==> src/rtl/kd_sort_ctrl_pkg.sv <==
// Shared state encoding and width derivations for the kd-tree sort controller and cluster_CE.
package kd_pkg;

    typedef enum logic [2:0] {
        ST_IDLE      = 3'd0,
        ST_SORT_EVEN = 3'd1,
        ST_SORT_ODD  = 3'd2,
        ST_QWAIT     = 3'd3,
        ST_QWALK     = 3'd4,
        ST_QDONE     = 3'd5
    } kd_state_e;

    // Never return a zero width, even for degenerate parameter values.
    function automatic int clog2_min1(input int v);
        return (v <= 2) ? 1 : $clog2(v);
    endfunction

    function automatic int dim_size(input int dim);
        return clog2_min1(dim);
    endfunction

    function automatic int axis_size(input int dim);
        return clog2_min1(dim);
    endfunction

    function automatic int center_size(input int data_range);
        return clog2_min1(data_range + 1);
    endfunction

    // Sum of dim squared coordinate differences.
    function automatic int dist_size(input int dim, input int data_range);
        return 2 * center_size(data_range) + dim_size(dim);
    endfunction

    function automatic int node_level(input int node);
        int lvl;
        lvl = 0;
        while (((1 << (lvl + 1)) - 1) <= node) lvl++;
        return lvl;
    endfunction

endpackage

==> src/rtl/kd_sort_ctrl_if.sv <==
// Query handshake and CE mode-control bundle between the sort controller and the CE array.
interface kd_sort_ctrl_if
    import kd_pkg::*;
#(
    parameter int dim    = 3,
    parameter int LEVELS = 3
);
    localparam int NODES = 2**LEVELS - 1;
    localparam int NW    = $clog2(NODES + 1);
    localparam int AW    = axis_size(dim);

    logic             pt_valid;
    logic             pt_ready;
    logic             dist_done;
    logic             send_left;
    logic             send_right;
    logic             en;
    logic             sorting;
    logic             point_prop;
    logic [NODES-1:0] ce_mask;
    logic [AW-1:0]    axis;
    logic [NW-1:0]    node_idx;

    modport master (
        input  pt_valid, dist_done, send_left, send_right,
        output pt_ready, en, sorting, point_prop, ce_mask, axis, node_idx
    );

    modport slave (
        output pt_valid, dist_done, send_left, send_right,
        input  pt_ready, en, sorting, point_prop, ce_mask, axis, node_idx
    );

endinterface

==> src/rtl/kd_sort_ctrl_level_mask.sv <==
// Static even/odd heap-level masks and the one-hot mask of the node being queried.
module kd_level_mask
    import kd_pkg::*;
#(
    parameter  int LEVELS = 3,
    localparam int NODES  = 2**LEVELS - 1,
    localparam int NW     = $clog2(NODES + 1)
) (
    input  logic [NW-1:0]    node_idx,
    output logic [NODES-1:0] even_mask,
    output logic [NODES-1:0] odd_mask,
    output logic [NODES-1:0] onehot
);

    for (genvar i = 0; i < NODES; i++) begin : g_node
        assign even_mask[i] = (node_level(i) % 2) == 0;
        assign odd_mask[i]  = (node_level(i) % 2) == 1;
        assign onehot[i]    = node_idx == NW'(i);
    end

endmodule

==> src/rtl/kd_sort_ctrl.sv <==
// Sort/query sequencer for a heap-ordered kd-tree of compare elements.
// Optional round-limit watchdog: define KD_SORT_TIMEOUT_EN.
//
// state     | meaning
// IDLE      | waiting for start
// SORT_EVEN | CEs on even levels compare/swap
// SORT_ODD  | CEs on odd levels compare/swap, convergence decided
// QWAIT     | tree sorted, accepting a query point
// QWALK     | query descending, one CE active at node_idx
// QDONE     | one-cycle query-complete pulse
module kd_sort_ctrl
    import kd_pkg::*;
#(
    parameter  int dim        = 3,
    parameter  int data_range = 255,
    parameter  int LEVELS     = 3,
    localparam int NODES      = 2**LEVELS - 1
) (
    input  logic             clk,
    input  logic             rst,
    input  logic             start,
    input  logic [NODES-1:0] stable_vec,
    kd_sort_ctrl_if.master   cif,
    output logic             busy,
    output logic             sorted,
    output logic             q_done,
    output logic             other_seen
`ifdef KD_SORT_TIMEOUT_EN
    ,
    output logic             timeout_err
`endif
);

    localparam int NW = $clog2(NODES + 1);
    localparam int AW = axis_size(dim);
    localparam int LW = clog2_min1(LEVELS);

    localparam logic [2:0] S_IDLE      = ST_IDLE;
    localparam logic [2:0] S_SORT_EVEN = ST_SORT_EVEN;
    localparam logic [2:0] S_SORT_ODD  = ST_SORT_ODD;
    localparam logic [2:0] S_QWAIT     = ST_QWAIT;
    localparam logic [2:0] S_QWALK     = ST_QWALK;
    localparam logic [2:0] S_QDONE     = ST_QDONE;

    logic [2:0]       state;
    logic [LW-1:0]    level;
    logic [NW-1:0]    node_idx;
    logic             stable_even;
    logic             stable_odd;
    logic [NODES-1:0] even_mask;
    logic [NODES-1:0] odd_mask;
    logic [NODES-1:0] onehot;
    logic             even_ok;
    logic             odd_ok;
    logic             last_level;
    logic             start_ok;
`ifdef KD_SORT_TIMEOUT_EN
    logic [7:0]       round_cnt;
`endif

    kd_level_mask #(.LEVELS(LEVELS)) u_level_mask (
        .node_idx  (node_idx),
        .even_mask (even_mask),
        .odd_mask  (odd_mask),
        .onehot    (onehot)
    );

    // CEs outside the active phase are treated as stable.
    assign even_ok    = &(stable_vec | ~even_mask);
    assign odd_ok     = &(stable_vec | ~odd_mask);
    assign last_level = level == LW'(LEVELS - 1);
    assign start_ok   = start && (state == S_IDLE || state == S_QWAIT);

    always_ff @(posedge clk or negedge rst) begin
        if (!rst) begin
            state       <= S_IDLE;
            level       <= '0;
            node_idx    <= '0;
            stable_even <= 1'b0;
            stable_odd  <= 1'b0;
            sorted      <= 1'b0;
            other_seen  <= 1'b0;
`ifdef KD_SORT_TIMEOUT_EN
            round_cnt   <= '0;
            timeout_err <= 1'b0;
`endif
        end else if (start_ok) begin
            state       <= S_SORT_EVEN;
            sorted      <= 1'b0;
            stable_even <= 1'b0;
            stable_odd  <= 1'b0;
`ifdef KD_SORT_TIMEOUT_EN
            round_cnt   <= 8'd255;
            timeout_err <= 1'b0;
`endif
        end else begin
            case (state)
                S_SORT_EVEN: begin
                    stable_even <= even_ok;
                    state       <= S_SORT_ODD;
                end
                S_SORT_ODD: begin
                    stable_odd <= odd_ok;
                    if (stable_even && odd_ok) begin
                        state  <= S_QWAIT;
                        sorted <= 1'b1;
                    end
`ifdef KD_SORT_TIMEOUT_EN
                    else if (round_cnt == 8'd1) begin
                        state       <= S_IDLE;
                        timeout_err <= 1'b1;
                    end else begin
                        round_cnt <= round_cnt - 8'd1;
                        state     <= S_SORT_EVEN;
                    end
`else
                    else begin
                        state <= S_SORT_EVEN;
                    end
`endif
                end
                S_QWAIT: begin
                    if (cif.pt_valid) begin
                        state      <= S_QWALK;
                        node_idx   <= '0;
                        level      <= '0;
                        other_seen <= 1'b0;
                    end
                end
                S_QWALK: begin
                    if (cif.dist_done) begin
                        if (last_level || !(cif.send_left || cif.send_right)) begin
                            state <= S_QDONE;
                        end else begin
                            level <= level + LW'(1);
                            // Both branches viable: follow left, remember the other side.
                            if (cif.send_left) node_idx <= (node_idx << 1) + NW'(1);
                            else               node_idx <= (node_idx << 1) + NW'(2);
                            if (cif.send_left && cif.send_right) other_seen <= 1'b1;
                        end
                    end
                end
                S_QDONE: state <= S_QWAIT;
                S_IDLE:  state <= S_IDLE;
                default: state <= S_IDLE;
            endcase
        end
    end

    always_comb begin
        cif.en         = 1'b0;
        cif.sorting    = 1'b0;
        cif.point_prop = 1'b0;
        cif.pt_ready   = 1'b0;
        cif.ce_mask    = '0;
        case (state)
            S_SORT_EVEN: begin
                cif.en      = 1'b1;
                cif.sorting = 1'b1;
                cif.ce_mask = even_mask;
            end
            S_SORT_ODD: begin
                cif.en      = 1'b1;
                cif.sorting = 1'b1;
                cif.ce_mask = odd_mask;
            end
            S_QWALK: begin
                cif.en         = 1'b1;
                cif.point_prop = 1'b1;
                cif.ce_mask    = onehot;
            end
            S_QWAIT: cif.pt_ready = 1'b1;
            default: ;
        endcase
    end

    assign busy         = state inside {S_SORT_EVEN, S_SORT_ODD, S_QWALK, S_QDONE};
    assign q_done       = state == S_QDONE;
    assign cif.node_idx = node_idx;
    assign cif.axis     = AW'(int'(level) % dim);

endmodule
==> src/flat_wrapper.sv <==
// flat-port wrapper written by rule: the top's interface ports become plain ports
module kd_sort_ctrl_flat import kd_pkg::*;
#(
    parameter  int dim        = 3,
    parameter  int data_range = 255,
    parameter  int LEVELS     = 3,
    localparam int NODES      = 2**LEVELS - 1
)
  (clk, rst, start, stable_vec, busy, sorted, q_done, other_seen, cif_pt_valid, cif_dist_done, cif_send_left, cif_send_right, cif_pt_ready, cif_en, cif_sorting, cif_point_prop, cif_ce_mask, cif_axis, cif_node_idx);
  kd_sort_ctrl_if #(.dim(dim), .LEVELS(LEVELS)) cif_i ();
  input  logic clk;
  input  logic rst;
  input  logic start;
  input  logic [NODES-1:0] stable_vec;
  output logic busy;
  output logic sorted;
  output logic q_done;
  output logic other_seen;
  input wire logic [$bits(cif_i.pt_valid)-1:0] cif_pt_valid;
  input wire logic [$bits(cif_i.dist_done)-1:0] cif_dist_done;
  input wire logic [$bits(cif_i.send_left)-1:0] cif_send_left;
  input wire logic [$bits(cif_i.send_right)-1:0] cif_send_right;
  output wire logic [$bits(cif_i.pt_ready)-1:0] cif_pt_ready;
  output wire logic [$bits(cif_i.en)-1:0] cif_en;
  output wire logic [$bits(cif_i.sorting)-1:0] cif_sorting;
  output wire logic [$bits(cif_i.point_prop)-1:0] cif_point_prop;
  output wire logic [$bits(cif_i.ce_mask)-1:0] cif_ce_mask;
  output wire logic [$bits(cif_i.axis)-1:0] cif_axis;
  output wire logic [$bits(cif_i.node_idx)-1:0] cif_node_idx;
  assign cif_i.pt_valid = cif_pt_valid;
  assign cif_i.dist_done = cif_dist_done;
  assign cif_i.send_left = cif_send_left;
  assign cif_i.send_right = cif_send_right;
  assign cif_pt_ready = cif_i.pt_ready;
  assign cif_en = cif_i.en;
  assign cif_sorting = cif_i.sorting;
  assign cif_point_prop = cif_i.point_prop;
  assign cif_ce_mask = cif_i.ce_mask;
  assign cif_axis = cif_i.axis;
  assign cif_node_idx = cif_i.node_idx;
  kd_sort_ctrl #(.dim(dim), .data_range(data_range), .LEVELS(LEVELS)) u_core (.clk(clk), .rst(rst), .start(start), .stable_vec(stable_vec), .cif(cif_i), .busy(busy), .sorted(sorted), .q_done(q_done), .other_seen(other_seen));
endmodule
==> config.mk <==
export PLATFORM = sky130hd
export DESIGN_NAME = kd_sort_ctrl_flat
export DESIGN_NICKNAME = d
export VERILOG_FILES = /design/src/rtl/kd_sort_ctrl_pkg.sv /design/src/rtl/kd_sort_ctrl_if.sv /design/src/rtl/kd_sort_ctrl_level_mask.sv /design/src/rtl/kd_sort_ctrl.sv /design/src/flat_wrapper.sv
export SDC_FILE = /design/constraint.sdc
export NUM_CORES = 1
export LEC_CHECK = 0
export CORE_MARGIN = 1.5
export CORE_UTILIZATION = 45
export DETAILED_ROUTE_END_ITERATION = 7
export PLACE_DENSITY = 0.86
export SETUP_SLACK_MARGIN = 0.4
export SYNTH_ARGS = -nofsm -noshare
export SYNTH_HDL_FRONTEND = slang
export SYNTH_SLANG_ARGS = --single-unit
==> constraint.sdc <==
create_clock -name clk -period 2 [get_ports clk]
set_input_delay 0.2 -clock clk [delete_from_list [all_inputs] [get_ports clk]]
set_output_delay 0.2 -clock clk [all_outputs]
set_load 0.02 [all_outputs]
# Word-level counts from Yosys, hierarchy flattened
# Cells that the tools add are included.
# W data, S select, Z words.
# totals
regBits	11
inputBits	14
out_inout_bits	20
word_cells	82
# op_classes
add_sub_neg	3
div	1
n_eq_ne	19
mux	30
bitwise	1
reduce_logical	22
# ops
cell	n
$mod A3 B3 Y32 const B	1
$mux W3	8
$pmux W7 S3	1
$eq A3 B3 Y1 const B	5
$pmux W3 S5	1
$mux W1	13
$eq A3 B2 Y1 const B	4
$reduce_and A5 Y1	2
$mux W2	4
$reduce_bool A2 Y1	4
$eq A3 B1 Y1 const B	2
$logic_not A3 Y1	2
$ne A2 B2 Y1 const B	3
$ne A3 B2 Y1 const B	2
$pmux W3 S2	1
$reduce_and A6 Y1	1
$pmux W2 S2	1
$reduce_and A2 Y1	2
$reduce_bool A4 Y1	1
$add A3 B1 Y3 const B	1
$add A3 B2 Y3 const B	1
$logic_and A1 B1 Y1	3
$logic_or A1 B1 Y1	3
$ne A3 B1 Y1 const B	1
9 further kinds	9

# Longest topological paths before layout
# depth
depth_word	7
depth_mapped	6
depth_no_buf	6

# Modules after synthesis
# A second synthesis with hierarchy kept.
# unflattened
hier_cells	130
area_unflattened_um2	1077.3
# modules_own_cells
mod	n_inst	cells_each	area_each_um2	seq_area_each_um2
kd_sort_ctrl	1	107	907.1	275.3
kd_level_mask	1	23	170.2	0.0

# Worst setup path after synthesis
# OpenSTA, ideal clock, no wires.
# synth_path
kind	reg-to-output
startpoint	register u_core.state[2]
endpoint	output cif_ce_mask[0]
t_arrival_ns	1.338
setup_slack_ns	0.462
stages_incl_launch_ff	5
path_cell_list	dfrtp_1 > clkbuf_1 > nor3b_1 > nand2_1 > a21oi_1
# synth_via
elab_chain_cells	2
elab_cells_between_ends	4
# synth_lines
element	line	text
start: declaration	kd_sort_ctrl.sv:45	logic [2:0] state;
start signal: assignment	kd_sort_ctrl.sv:76	state <= S_IDLE;
start signal: assignment	kd_sort_ctrl.sv:88	state <= S_SORT_EVEN;
start signal: assignment	kd_sort_ctrl.sv:100	state <= S_SORT_ODD;
$eq A3 B3 Y1 (tied with other cells)	kd_sort_ctrl.sv:156	case (state)
$pmux W7 S3 (*)	kd_sort_ctrl.sv:156	
end: declaration	flat_wrapper.sv:27	output wire logic [$bits(cif_i.ce_mask)-1:0] cif_ce_mask;
# Every way passes the cells marked *; elsewhere a longest branch is shown, timed or not.

# Final worst setup path
# layout_path
startpoint	register u_core.state[0]
endpoint	output busy
# layout_via
elab_chain_cells	2
elab_cells_between_ends	5
# layout_lines
element	line	text
$eq A3 B1 Y1 (tied with other cells)	kd_sort_ctrl.sv:177	assign busy = state inside {S_SORT_EVEN, S_SORT_ODD, S_QWALK, S_QDONE};
$reduce_bool A4 Y1 (*)	kd_sort_ctrl.sv:177	
end: declaration	flat_wrapper.sv:15	output logic busy;
# Marked as above.

==> results_dict.tcl <==
set metrics [dict create \
    run_status "finished, final reports clean" \
    r2r_start "u_core.state[0]" \
    synth_top_area_share_pct 32.1 \
    synth_area_sq_um 858 \
    final_common_cell "buf_4" \
    power_density_nw_per_um2 1220 \
    postCtsHoldBufs 0 \
    cts_tree "built" \
    critPathKind "flop to primary output" \
    startpoint_type "flop" \
    viasPerCell 5.63 \
    cp.required_ps 1800 \
    grt_start_max_net_pins 12 \
    p_total_mw 1.79 \
    cts_buffers 3 \
    io_pins 34 \
    grt_pass1_wl_um 4370 \
    htree_num_levels 1 \
    final_cell_mix "buf_4 (23), clkdlybuf4s50_1 (17), nor2_1 (9)" \
    drt-pass1-iter-count 4 \
    rows 15 \
    period_minus_slack_ps 1710 \
    gr-total-overflow 0 \
    die_area_sq_um 2180 \
    final_max_slew_viol_count 0 \
    irDropWorstVdd_v 0.000928 \
    synth_nets 124 \
    ys_seq_elements 11 \
    crit_top_cell "buf_6" \
    synth_seq_area_share_pct 32.1 \
    clock_skew_ps 7.72 \
    endpoint_kind "primary output" \
    yosys.area_share.adder_pct 11.4 \
    die_height_um 46.7 \
    yosys-top-cells-area "dfrtp_1 (32%), ha_1 (10%), a21oi_1 (5.2%)" \
    hold_ws_ps 264 \
    netlist_instances 103 \
    vias 1024 \
    wirelength_um 3020 \
    clkSlewWorstSetupHoldPaths_ps 80 \
    fin_nets 179 \
    crit_arrival_ps 1510 \
    grt_usage_pct 28.4 \
    setup_tns_ps 0 \
    syn_to_final_growth_pct 71.3 \
    ant_nets 0 \
    antenna_found_initial 0 \
    dp.cells 162 \
    synth-simple-area-share_pct 23.5 \
    clock_sinks 11 \
    die_w_um 46.7 \
    start_util_pct 48.7 \
    antenna_cells 0 \
    hold_path.class "input pin to async pin" \
    path_max_fanout 4 \
    timing.rr.end "u_core.level[0]" \
    finalHoldViolations 0 \
    synthMuxAreaShare_pct 2.48 \
    ys_types 39 \
    fmax_mhz 585 \
    slowest_delay_ps 400 \
    maxSlewHeadroom_pct 63.9 \
    cts_buffer_depth 2 \
    power_leakage_nw 0.678 \
    drc 0 \
    synth_compound_area_share_pct 22.3 \
    synth_top_family_by_area "simple AND/OR/NAND/NOR gates" \
    drtIter0Drc 29 \
    place_congestion 0.904 \
    reg2regPathDepth 7 \
    period_share_pct 85.5 \
    coreArea_sq_um 1760 \
    drv_cap 0 \
    finalSetupViolCount 0 \
    cts_root_buf "clkbuf_4" \
    ys.warnings.count 0 \
    grt_pass1_vias 990 \
    rsz0062_at_grt "true" \
    drt-wirelength-per-cell_um 16.6 \
    final_layout_size_suffix_gt1_share_pct 42.7 \
    post-route-util_pct 83.3 \
    instances_no_fill 182 \
    dpl.hpwl_um 1750 \
    synth_xor_area_share_pct 2.04 \
    rrSetupSlack_ps 290 \
    synth_top_area_cell "dfrtp_1" \
    avgSynthCellArea_sq_um 8.33 \
    portBuffers 33 \
    slowest_stage "dfrtp_2" \
    crit_chain "buf_6 > buf_6 > nor2_4 > o21ba_4 > or2_4 > buf_6" \
    worst_slew_pin_slew_ps 539 \
    insertion_delay_ps 280 \
]
## synthesized netlist by cell type
library cell,n
or2_2,1
nor3b_1,2
inv_2,1
nand4_1,1
mux2i_1,1
nand3b_1,1
nor2b_1,1
o21ai_1,1
a21oi_1,9
nor3_1,1
buf_2,1
and3_1,3
nand2b_2,1
o31ai_1,1
dfrtp_1,11
maj3_1,1
o2bb2ai_1,2
o21ba_2,1
inv_1,8
o22ai_1,1
o2bb2ai_2,1
a211oi_1,1
buf_4,1
nor2_1,11
a21o_1,1
o21ai_0,4
nor3b_4,1
nand2b_1,1
nand3_1,2
clkbuf_1,2
o21bai_1,2
xnor2_1,2
nand2_1,12
mux2_2,1
ha_1,7
a22o_1,2
a31o_1,1
o41ai_1,1
nand2_2,1
## area by class of cell
type,instances,area (sq um)
Multi-Input combinational cell,79,629
Timing Repair Buffer,54,465
Fill cell,113,294
Sequential cell,11,282
Inverter,9,36.3
Tap cell,25,31.3
Clock buffer,4,26.3
## worst max-delay path by stage
stage / from / endpoint / slack [ps]
after floorplan: u_core.state[2] / cif_ce_mask[0] / 460
after global placement: u_core.state[1] / busy / 120
after detailed placement: u_core.state[2] / cif_ce_mask[3] / 90
after CTS: u_core.state[0] / cif_ce_mask[3] / 210
after global routing: u_core.state[0] / u_core.level[0] / 270
final: u_core.state[0] / busy / 290
## state kept, by name (all words and copies together) (netlist names)
signal	flops
u_core.other_seen	1
u_core.level	2
u_core.stable_even	1
u_core.sorted	1
u_core.state	3
u_core.cif.node_idx	3
## stage by stage
stage          setup WS, ps  instance area (sq um)
2_1_floorplan           462                    858
3_3_place_gp            123                   1240
3_5_place_dp           86.0                   1240
4_1_cts                 214                   1410
5_1_grt                 265                   1470
6_report                290                   1470
## cell families after synthesis
logic type,count (synthesis)
DFF,11
AOI/OAI and AO/OA,28
buffers and inverters,13
adders and majority gates,8
and+or+nand+nor,39
muxes,2
xor gates and xnor gates,2
## repair_timing
item,4_1_cts,5_1_grt
pin swaps,4,11
endpoints found under the setup margin,17,22
setup buffers,15,1
resized for setup,63,33
## worst max-delay path: cells and delay by family (launching register included)
kind / cells / cell delay (ps)
AO/OA/AOI/OAI: 1 / 210
buffers and inverters: 3 / 360
flip-flops: 1 / 400
AND/OR/NAND/NOR: 2 / 260
## report_power, final
group	internal, mW	total, mW	switching (mW)
sequential	0.271	0.323	0.0514
clock	0.0774	0.165	0.0874
combinational	0.603	1.30	0.698
## layer usage
metal	up-vias	track usage, %	routed length (um)
met5	-	0	0
met4	0	11.1	59
met3	11	4.71	186
met2	57	48.9	1660
met1	489	34.9	1120
li1	467	-	-
Power figures use the tool's default switching activity.
